--- src/rtl/sorted_stream_merge.sv ---
// Merges two ascending-sorted stream packets into one ascending packet, ties to A.
// Latency: one cycle from input accept to registered output beat.
// Backpressure: a stalled output (valid && !ready) holds its beat and drops both input readies.
module sorted_stream_merge #(
    parameter int DATA_WIDTH = 8,
    parameter int CNT_WIDTH  = 14
) (
    input  logic                  clk,
    input  logic                  rst,
    input  logic                  a_tvalid,
    output logic                  a_tready,
    input  logic [DATA_WIDTH-1:0] a_tdata,
    input  logic                  a_tlast,
    input  logic                  b_tvalid,
    output logic                  b_tready,
    input  logic [DATA_WIDTH-1:0] b_tdata,
    input  logic                  b_tlast,
    output logic                  dest_tvalid,
    input  logic                  dest_tready,
    output logic [DATA_WIDTH-1:0] dest_tdata,
    output logic                  dest_tlast,
    output logic [CNT_WIDTH-1:0]  dest_len,
    output logic                  order_err
);

    typedef enum logic [1:0] {
        MERGE   = 2'd0,
        DRAIN_A = 2'd1,
        DRAIN_B = 2'd2
    } state_t;

    typedef struct packed {
        logic                  last;
        logic [DATA_WIDTH-1:0] dat;
    } beat_t;

    state_t                state;
    logic [CNT_WIDTH-1:0]  len_cnt;
    logic [DATA_WIDTH-1:0] a_prev;
    logic [DATA_WIDTH-1:0] b_prev;
    logic                  a_first;
    logic                  b_first;

    logic  load_ok;
    logic  a_le_b;
    logic  a_acc;
    logic  b_acc;
    logic  any_acc;
    logic  a_bad;
    logic  b_bad;
    beat_t sel;

    assign load_ok = !dest_tvalid || dest_tready;
    assign a_le_b  = a_tdata <= b_tdata;

    // Each ready depends on the other stream's valid in MERGE, so both sides
    // must be present before the compare result is trusted.
    assign a_tready = rst && load_ok &&
                      ((state == DRAIN_A) || ((state == MERGE) && b_tvalid && a_le_b));
    assign b_tready = rst && load_ok &&
                      ((state == DRAIN_B) || ((state == MERGE) && a_tvalid && !a_le_b));

    assign a_acc   = a_tvalid && a_tready;
    assign b_acc   = b_tvalid && b_tready;
    assign any_acc = a_acc || b_acc;

    assign a_bad = a_acc && !a_first && (a_tdata < a_prev);
    assign b_bad = b_acc && !b_first && (b_tdata < b_prev);

    always_comb begin
        sel.dat  = b_tdata;
        sel.last = b_tlast && (state == DRAIN_B);
        if (a_acc) begin
            sel.dat  = a_tdata;
            sel.last = a_tlast && (state == DRAIN_A);
        end
    end

    always_ff @(posedge clk or negedge rst) begin
        if (!rst) begin
            state <= MERGE;
        end else begin
            case (state)
                MERGE: begin
                    if (a_acc && a_tlast) begin
                        state <= DRAIN_B;
                    end else if (b_acc && b_tlast) begin
                        state <= DRAIN_A;
                    end
                end
                DRAIN_A: begin
                    if (a_acc && a_tlast) begin
                        state <= MERGE;
                    end
                end
                DRAIN_B: begin
                    if (b_acc && b_tlast) begin
                        state <= MERGE;
                    end
                end
                default: state <= MERGE;
            endcase
        end
    end

    always_ff @(posedge clk or negedge rst) begin
        if (!rst) begin
            dest_tvalid <= 1'b0;
            dest_tdata  <= '0;
            dest_tlast  <= 1'b0;
        end else if (any_acc) begin
            dest_tvalid <= 1'b1;
            dest_tdata  <= sel.dat;
            dest_tlast  <= sel.last;
        end else if (dest_tready) begin
            dest_tvalid <= 1'b0;
        end
    end

    always_ff @(posedge clk or negedge rst) begin
        if (!rst) begin
            len_cnt  <= '0;
            dest_len <= '0;
        end else if (any_acc) begin
            if (sel.last) begin
                dest_len <= len_cnt + CNT_WIDTH'(1);
                len_cnt  <= '0;
            end else begin
                len_cnt  <= len_cnt + CNT_WIDTH'(1);
            end
        end
    end

    // First-element flags re-arm on each port's tlast so a new packet may start low.
    always_ff @(posedge clk or negedge rst) begin
        if (!rst) begin
            a_prev    <= '0;
            b_prev    <= '0;
            a_first   <= 1'b1;
            b_first   <= 1'b1;
            order_err <= 1'b0;
        end else begin
            order_err <= a_bad || b_bad;
            if (a_acc) begin
                a_prev  <= a_tdata;
                a_first <= a_tlast;
            end
            if (b_acc) begin
                b_prev  <= b_tdata;
                b_first <= b_tlast;
            end
        end
    end

endmodule

--- config.mk ---
export PLATFORM = sky130hd
export DESIGN_NAME = sorted_stream_merge
export DESIGN_NICKNAME = d
export VERILOG_FILES = /design/src/rtl/sorted_stream_merge.sv
export SDC_FILE = /design/constraint.sdc
export NUM_CORES = 1
export LEC_CHECK = 0
export ABC_AREA = 1
export BUFFER_PORTS_ARGS = -buffer_cell sky130_fd_sc_hd__buf_2
export CORE_MARGIN = 8
export CORE_UTILIZATION = 58
export DETAILED_ROUTE_END_ITERATION = 7
export GPL_ROUTABILITY_DRIVEN = 0
export HOLD_SLACK_MARGIN = 0.08
export PLACE_DENSITY = 0.81
export SYNTH_ARGS = -nofsm -noshare
export SYNTH_HDL_FRONTEND = slang
export SYNTH_SLANG_ARGS = --single-unit
export TNS_END_PERCENT = 100
--- constraint.sdc ---
create_clock -name clk -period 3.2 [get_ports clk]
set_input_delay 0.96 -clock clk [delete_from_list [all_inputs] [get_ports clk]]
set_output_delay 0.96 -clock clk [all_outputs]
set_load 0.02 [all_outputs]
# After elaboration in Yosys (flattened, before gate mapping)
# Index checks and enable logic that the tools add are counted.
[word_totals]
input_bits = 23
ff_bits = 59
word_cells = 59
out_inout_bits = 27
[op_classes]
n_addsub = 1
muxes = 9
order_cmp = 3
reduce_logical = 30
n_eq_ne = 5
[op_table]
columns = ["operator", "count"]
rows = [
  ["$logic_and 1x1->1", 17],
  ["$lt 8x8->1", 2],
  ["$add 14x1->14 const B", 1],
  ["$mux 14", 1],
  ["$mux 9", 1],
  ["$le 8x8->1", 1],
  ["$mux 2", 4],
  ["$pmux 2 s3", 1],
  ["$logic_or 1x1->1", 5],
  ["$logic_not 1->1", 4],
  ["$ne 2x1->1 const B", 2],
  ["$ne 3x1->1 const B", 1],
  ["$reduce_and 3->1", 1],
  ["$eq 2x1->1 const B", 1],
  ["$eq 2x2->1 const B", 1],
  ["$logic_not 2->1", 1],
  ["$mux 1", 2],
  ["$reduce_and 2->1", 1],
  ["$reduce_bool 2->1", 1],
]

# Longest topological paths before layout
# Gate-level depths: netlist of run 1.
[depth]
word_depth = 10
ltp_mapped = 19
depth_no_buf = 17

# Worst setup path after synthesis of run 1
# Ideal clock, no wire load.
[synth_path]
path_kind = "input-to-output"
start = "input port b_tdata[3]"
end = "output port b_tready"
path_slack_ps = 222
path_stages = 12
n_path_buf = 0
arrival_time_ps = 2018
required_time_ps = 2240
cell_sequence = "inv_1 > ha_1 > nand2_1 > inv_1 > nand2_1 > nand2_1 > nand2_1 > nand2_1 > nand3_1 > nand2_1 > inv_1 > nor2_1"
[synth_between]
elab_chain_len = 5
[synth_rtl]
columns = ["element", "line_no", "text"]
rows = [
  ["start, declared", "16", "input logic [DATA_WIDTH-1:0] b_tdata,"],
  ["$le 8x8->1", "54", "assign a_le_b = a_tdata <= b_tdata;"],
  ["$logic_not 1->1", "61", "((state == DRAIN_B) || ((state == MERGE) && a_tvalid && !a_le_b));"],
  ["$logic_and 1x1->1", "61", ""],
  ["$logic_or 1x1->1", "61", ""],
  ["$logic_and 1x1->1", "60", "assign b_tready = rst && load_ok &&"],
  ["end, declared", "15", "output logic b_tready,"],
]
# No other way between the ends.

# Final worst setup path of run 1
[layout_path]
start = "input port b_tdata[6]"
end = "output port a_tready"
[layout_between]
elab_chain_len = 4
[layout_rtl]
columns = ["element", "line_no", "text"]
rows = [
  ["$le 8x8->1", "54", ""],
  ["$logic_and 1x1->1", "59", "((state == DRAIN_A) || ((state == MERGE) && b_tvalid && a_le_b));"],
  ["$logic_or 1x1->1", "59", ""],
  ["$logic_and 1x1->1", "58", "assign a_tready = rst && load_ok &&"],
  ["end, declared", "11", "output logic a_tready,"],
]
# No other way between the ends.

==> results.toml, run 1 <==
[setup_path]
worstPathMaxFanout = 3
cp_data_required_time_ns = 2.24
endpoint_kind = "output port"
cp-start-kind = "input pin"
path_class = "input pin to output port"
crit_arrival_ns = 2.19

[final_layout]
nets = 483
fill_cells = 400
seq_area_um2 = 1480
multiInputGateArea_um2 = 1590
final_cell_mix = "97 x nand2_1, 57 x dfrtp_1, 41 x nand3_1, 41 x buf_2, 38 x inv_1"
final_common_cell = "nand2_1"
antennaDiodeCount = 0
fin_area_um2 = 3930
drive_gt1_share_pct = 25.3
stdcell_count = 514
syn2layout_area_growth_pct = 21.9

[cts]
cts_buffers = 9
tritoncts = "done"
ctsHtreeMaxLevel = 3
cts_hold_buf = 0
cts_buffer_depth = 2
cts.clk_slew.worst_paths_ns = 0.07
clock_latency_ns = 0.34
clock-sinks = 59
cts_root_buf = "clkbuf_8"

[logic_synthesis]
synth_area_leaders = "dfrtp_1 44%, nand2_1 12%, ha_1 8.9%, nand3_1 6.5%, inv_1 5.2%"
synth_cells = 376
synth_area_leader_cell = "dfrtp_1"
netlist_area_um2 = 3220
ys_ff_latch = 59
synth_top_area_share_pct = 44.3
ys_warn_count = 0
seq_area_frac_synth_pct = 45.9
syn-num-nets = 422
ys_types = 29
syn_area_per_cell_um2 = 8.57

[power_and_ir_drop]
combPwrFrac_pct = 34.7
vdd_drop_max_v = 0.000501
seqPwrFrac_pct = 38.7
p_int_w = 0.00176
cellPowerDensity_nw_per_um2 = 707
clock_power_share_pct = 26.6
power.static_leakage_nw = 2.15
netSwitchingFraction_pct = 36.5
p_total_w = 0.00278
p_sw_w = 0.00101

[sta]
relSlewSlack_pct = 51.1
post-route-period-util_pct = 98.6
min_period_ns = 3.15
finalSetupViolations = 0
whs_ns = 0.467
worst_slack_ns = 0.0455
final_hold_viol_count = 0
worst_slew_pin_slew_ns = 0.733
drv_slew = 0
fin_skew_ns = 0.00808
timing.fmax_mhz = 317

[global_route]
grtUsageTotal_pct = 18.2
grt-ovfl-total = 0
grt_pass1_wl_um = 12400
grt_pass1_vias = 2829
grt_max_degree = 60
grt_antenna_before_repair = 0

[floorplan]
coreArea_um2 = 5440
io_pins = 50
dieArea_um2 = 8200
num_rows = 27
start_util_pct = 59.2
die_y_um = 90.5
die_w_um = 90.5

[route]
routed_wl_um = 7520
avgViaCountPerCell = 5.31
drc_errors = 0
ant_nets = 0
wire_per_inst_um = 14.6
drt_iter0_markers = 118
drt_first_pass_iters = 4
num_vias = 2731

[status]
status = "completed"

[placed_design]
dp_slack_ns = -0.117
portBuffers = 49
dpl_cell_area_um2 = 3510
dpl.cell_count = 494
hpwl_um = 4980

[run]
drv_cap = 0

[worst_hold_path]
hp-class = "flop to flop"
[routing by layer]
layer	routed length, µm	track usage [%]	up-vias
li1	-	-	1332
met1	3340	22.7	1313
met2	3600	28.4	77
met3	477	5.40	9
met4	106	7.91	0
met5	0	0	-
[stage by stage]
stage / TNS (ns) / utilization [%]
finish: 0 / 72.2
global route: -0.0704 / 72.2
CTS: 0 / 68.8
detailed placement: -0.210 / 64.5
global placement: -0.0230 / 64.5
floorplan: 0 / -
[critical path: stages]
cell,delay (ns)
buf_2,0.10
inv_2,0.06
ha_4,0.26
nand2_4,0.07
nor2_4,0.14
nand4_1,0.15
nand2_1,0.09
nand2_1,0.06
nand2_2,0.08
nand2_1,0.05
inv_1,0.07
buf_6,0.11
[flip-flops by register name, indices dropped and copies added, names as in the netlist]
name,count
order_err,1
b_first,1
a_prev,8
state,2
b_prev,8
dest_tvalid,1
dest_len,14
len_cnt,14
a_first,1
dest_tlast,1
dest_tdata,8
[synthesized netlist by cell type]
master and n:
a21boi_0 2, a21o_1 1, a21oi_1 11, buf_12 1, buf_2 4, buf_4 2, buf_6 2, buf_8 2
dfrtp_1 57, dfstp_2 2, ha_1 23, inv_1 45, inv_2 2, nand2_1 102, nand2_2 2, nand2_8 1
nand3_1 42, nand3_2 5, nand3b_1 6, nand4_1 5, nor2_1 20, nor2_2 2, nor3_1 1, o211ai_1 2
o21ai_0 15, o21ai_2 1, o21bai_1 6, xnor2_1 3, xor2_1 9
[final timing paths]
path	depth (start not counted)	to	startpoint	slack [ns]
setup / recovery	12	a_tready	b_tdata[6]	0.05
hold / removal	2	dest_len[5]	dest_len[5]	0.47
setup reg to reg	7	len_cnt[3]	state[1]	1.10
hold reg to reg	2	dest_len[5]	dest_len[5]	0.47
max in group asynchronous	2	dest_len[3]	rst	1.91
min in group asynchronous	2	a_prev[0]	rst	0.79
[layout make-up]
| type | instances | area share, % |
|---|---|---|
| multi-input combinational | 259 | 40.4 |
| sequential | 59 | 37.6 |
| timing repair buffer | 61 | 9.71 |
| inverter | 47 | 4.62 |
| clock buffer | 11 | 3.34 |
| tap | 72 | 2.29 |
| clock inverter | 5 | 1.97 |
[repair_timing]
item / CTS / global route
cloned: 0 / 0
setup endpoints to repair: 2 / 2
pin swaps: 4 / 17
gates resized for setup: 6 / 33
buffers inserted: 0 / 4
[power by group through the flow]
stage / Sequential [W] / Combinational [W] / Clock, W
6_report: 0.00107 / 0.000963 / 0.000739
5_1_grt: 0.00110 / 0.00109 / 0.000783
4_1_cts: 0.00107 / 0.000898 / 0.000743
3_5_place_dp: 0.00109 / 0.000880 / 0
3_3_place_gp: 0.00108 / 0.000855 / 0
2_1_floorplan: 0.00117 / 0.000557 / 0
[kinds of logic (layout without fill, tap and decap cells)]
kind of cell    count (synthesis)  in the layout  share of synthesized area (%)
xor+xnor                       12             12                           3.26
simple gates                  186            186                           26.2
fa+ha+maj                      23             23                           8.93
compound gates                 38             38                           6.87
flops                          59             59                           45.9
buf+inv                        58            124                           8.82
No activity file was read; power rests on OpenSTA's default activity.
==> inputs of run 2 (changes only) <==
--- a/config.mk
+++ b/config.mk
@@ -5,7 +5,6 @@
 export SDC_FILE = /design/constraint.sdc
 export NUM_CORES = 1
 export LEC_CHECK = 0
-export ABC_AREA = 1
 export BUFFER_PORTS_ARGS = -buffer_cell sky130_fd_sc_hd__buf_2
 export CORE_MARGIN = 8
 export CORE_UTILIZATION = 58
==> results.toml, run 2 <==
[cts]
clock-sinks = 59
tritoncts = "done"
cts_root_buf = "clkbuf_8"
ctsHtreeMaxLevel = 3
cts_hold_buf = 0
clock_latency_ns = 0.35
cts_buffer_depth = 2
cts_buffers = 9
cts.clk_slew.worst_paths_ns = 0.06

[logic_synthesis]
ys_types = 54
syn-num-nets = 398
netlist_area_um2 = 3320
async_reset_ff_share_pct = 100
synth_cells = 352
yosysMostFrequentCell = "dfrtp_1"
synth_area_leader_cell = "dfrtp_1"
ys_warn_count = 0
syn_area_per_cell_um2 = 9.43
synth_enable_flop_cells = 0
seq_area_frac_synth_pct = 44.6
synth_top_area_share_pct = 43.0
ys_ff_latch = 59
synthFlopType = "dfrtp_1"
yosys-top-cells-count = "57 x dfrtp_1, 41 x o21ai_0, 29 x nand2_1, 29 x nor2_1, 26 x inv_1"
synth_area_leaders = "dfrtp_1 43%, ha_1 8.7%, o21ai_0 6.2%, nand2_1 3.3%, nor2_1 3.3%"

[floorplan]
dieArea_um2 = 8400
die_y_um = 91.6
die_w_um = 91.6
num_rows = 27
coreArea_um2 = 5510
start_util_pct = 60.3
io_pins = 50

[global_route]
grt_pass1_wl_um = 14200
grt-ovfl-total = 0
grt_pass1_vias = 2975
grt_antenna_before_repair = 0
grt_max_degree = 51
grtUsageTotal_pct = 21.1

[final_layout]
nets = 472
antennaDiodeCount = 0
syn2layout_area_growth_pct = 28.5
final_cell_mix = "57 x dfrtp_1, 40 x o21ai_0, 37 x buf_2, 29 x nand2_1, 29 x buf_4"
stdcell_count = 503
final_common_cell = "dfrtp_1"
top_regs = "dest_len: 14 flops, len_cnt: 14 flops"
drive_gt1_share_pct = 31.6

[worst_hold_path]
hold_path.startpoint = "dest_len[1]"
hp-class = "flop to flop"
worstHoldPathCells = 1
hold_end = "dest_len[1]"

[sta]
finalSetupViolations = 2
relSlewSlack_pct = 56.3
worst_slack_ns = -0.119
finalSetupTns_ns = -0.233
timing.fmax_mhz = 301
drv_slew = 0
min_period_ns = 3.32
fin_skew_ns = 0.00956
post-route-period-util_pct = 104
whs_ns = 0.492
final_hold_viol_count = 0
rsz0062_at_grt = "true"
worst_slew_pin_slew_ns = 0.656

[route]
drc_errors = 0
drt_iter0_markers = 268
drt_first_pass_iters = 5
routed_wl_um = 9680
ant_nets = 0
wire_per_inst_um = 19.2
avgViaCountPerCell = 6.00
num_vias = 3019

[setup_path]
cp_data_required_time_ns = 2.24
worstPathMaxFanout = 4
rrSetupSlack_ns = 0.94
crit_arrival_ns = 2.36
cpPeakStageDelay_ns = 0.32
cp_cell_sequence = "buf_8 -> ha_4 -> nand2_1 -> o21ai_1 -> nor2_1 -> a211oi_4 -> nor3_4 -> buf_6"
path_class = "input pin to output port"
r2r_end = "dest_len[1]"
cp-start-kind = "input pin"
endpoint_kind = "output port"
r2r_start = "state[1]"
crit_path_top_delay_cell = "a211oi_4"
r2r_cells = 5

[placed_design]
portBuffers = 49
dpl.cell_count = 481
hpwl_um = 5770

[status]
status = "finished with violations"
failed_checks = "negative setup slack"

[run]
drv_cap = 0

[power_and_ir_drop]
vdd_drop_max_v = 0.000519
power.static_leakage_nw = 2.00
cellPowerDensity_nw_per_um2 = 809
==> run 2: changes by cell type after synthesis, sizes merged, moves of 9 or more <==
cell,change
a31oi,+9
inv,-20
mux2,+10
nand2,-75
nand3,-37
nor3,+10
o21ai,+27
==> run 2: area by class of cell <==
cell class	instances	area (µm²)
Multi-Input combinational cell	250	1780
Clock inverter	4	72.6
Fill cell	348	1240
Inverter	27	114
Clock buffer	12	155
Tap cell	72	90.1
Timing Repair Buffer	79	573
Sequential cell	59	1480
==> run 2: layer usage <==
metal | vias to the layer above | share of wire [%] | GRT usage [%]
li1 | 1374 | - | -
met1 | 1452 | 39 | 25.2
met2 | 148 | 48 | 34.6
met3 | 45 | 7.6 | 5.38
met4 | 0 | 5.5 | 10.4
met5 | - | 0 | 0
==> run 2: critical path: cells and delay by family <==
| kind | cells | cell delay (ns) |
|---|---|---|
| buffers and inverters | 2 | 0.26 |
| adders and majority gates | 1 | 0.27 |
| and+or+nand+nor | 3 | 0.28 |
| AOI/OAI and AO/OA | 2 | 0.60 |
==> run 2: cell families (layout without fill, tap and decap cells) <==
family | after synthesis | after routing | share of synthesized area, %
fa+ha+maj | 23 | 23 | 8.67
xor+xnor | 12 | 12 | 3.17
flops | 59 | 59 | 44.6
compound gates | 94 | 94 | 16.8
mux | 12 | 12 | 4.11
simple gates | 109 | 109 | 16.8
buf+inv | 43 | 122 | 5.88
==> run 2: worst max-delay path by stage <==
| stage | from | to | slack, ns | cells past startpoint |
|---|---|---|---|---|
| floorplan | b_tdata[7] | a_tready | 0.002 | 8 |
| global placement | b_tdata[7] | a_tready | -0.11 | 9 |
| detailed placement | b_tdata[7] | b_tready | -0.18 | 9 |
| CTS | b_tdata[1] | a_tready | -0.10 | 9 |
| global route | b_tdata[0] | b_tready | -0.13 | 8 |
| finish | a_tdata[7] | a_tready | -0.12 | 8 |
==> run 2: repair_timing <==
action,CTS,global route
pin swaps,8,11
endpoints found under the setup margin,2,2
cloned,0,0
buffers inserted,2,4
resized for setup,22,29
==> run 2: per-stage QoR <==
stage / setup slack [ns] / area (µm²) / total power [W] / utilization [%]
6_report: -0.119 / 4260 / 0.00345 / 77.4
5_1_grt: -0.134 / 4260 / 0.00365 / 77.4
4_1_cts: -0.104 / 4120 / 0.00339 / 74.8
3_5_place_dp: -0.176 / 3760 / 0.00256 / 68.3
3_3_place_gp: -0.110 / 3760 / 0.00249 / 68.3
2_1_floorplan: 0.00191 / 3330 / 0.00213 / -
==> run 2: power by group <==
group	switching (W)	internal, W	total (W)
combinational	0.000827	0.000578	0.00140
clock	0.000302	0.000480	0.000782
sequential	0.000207	0.00105	0.00126
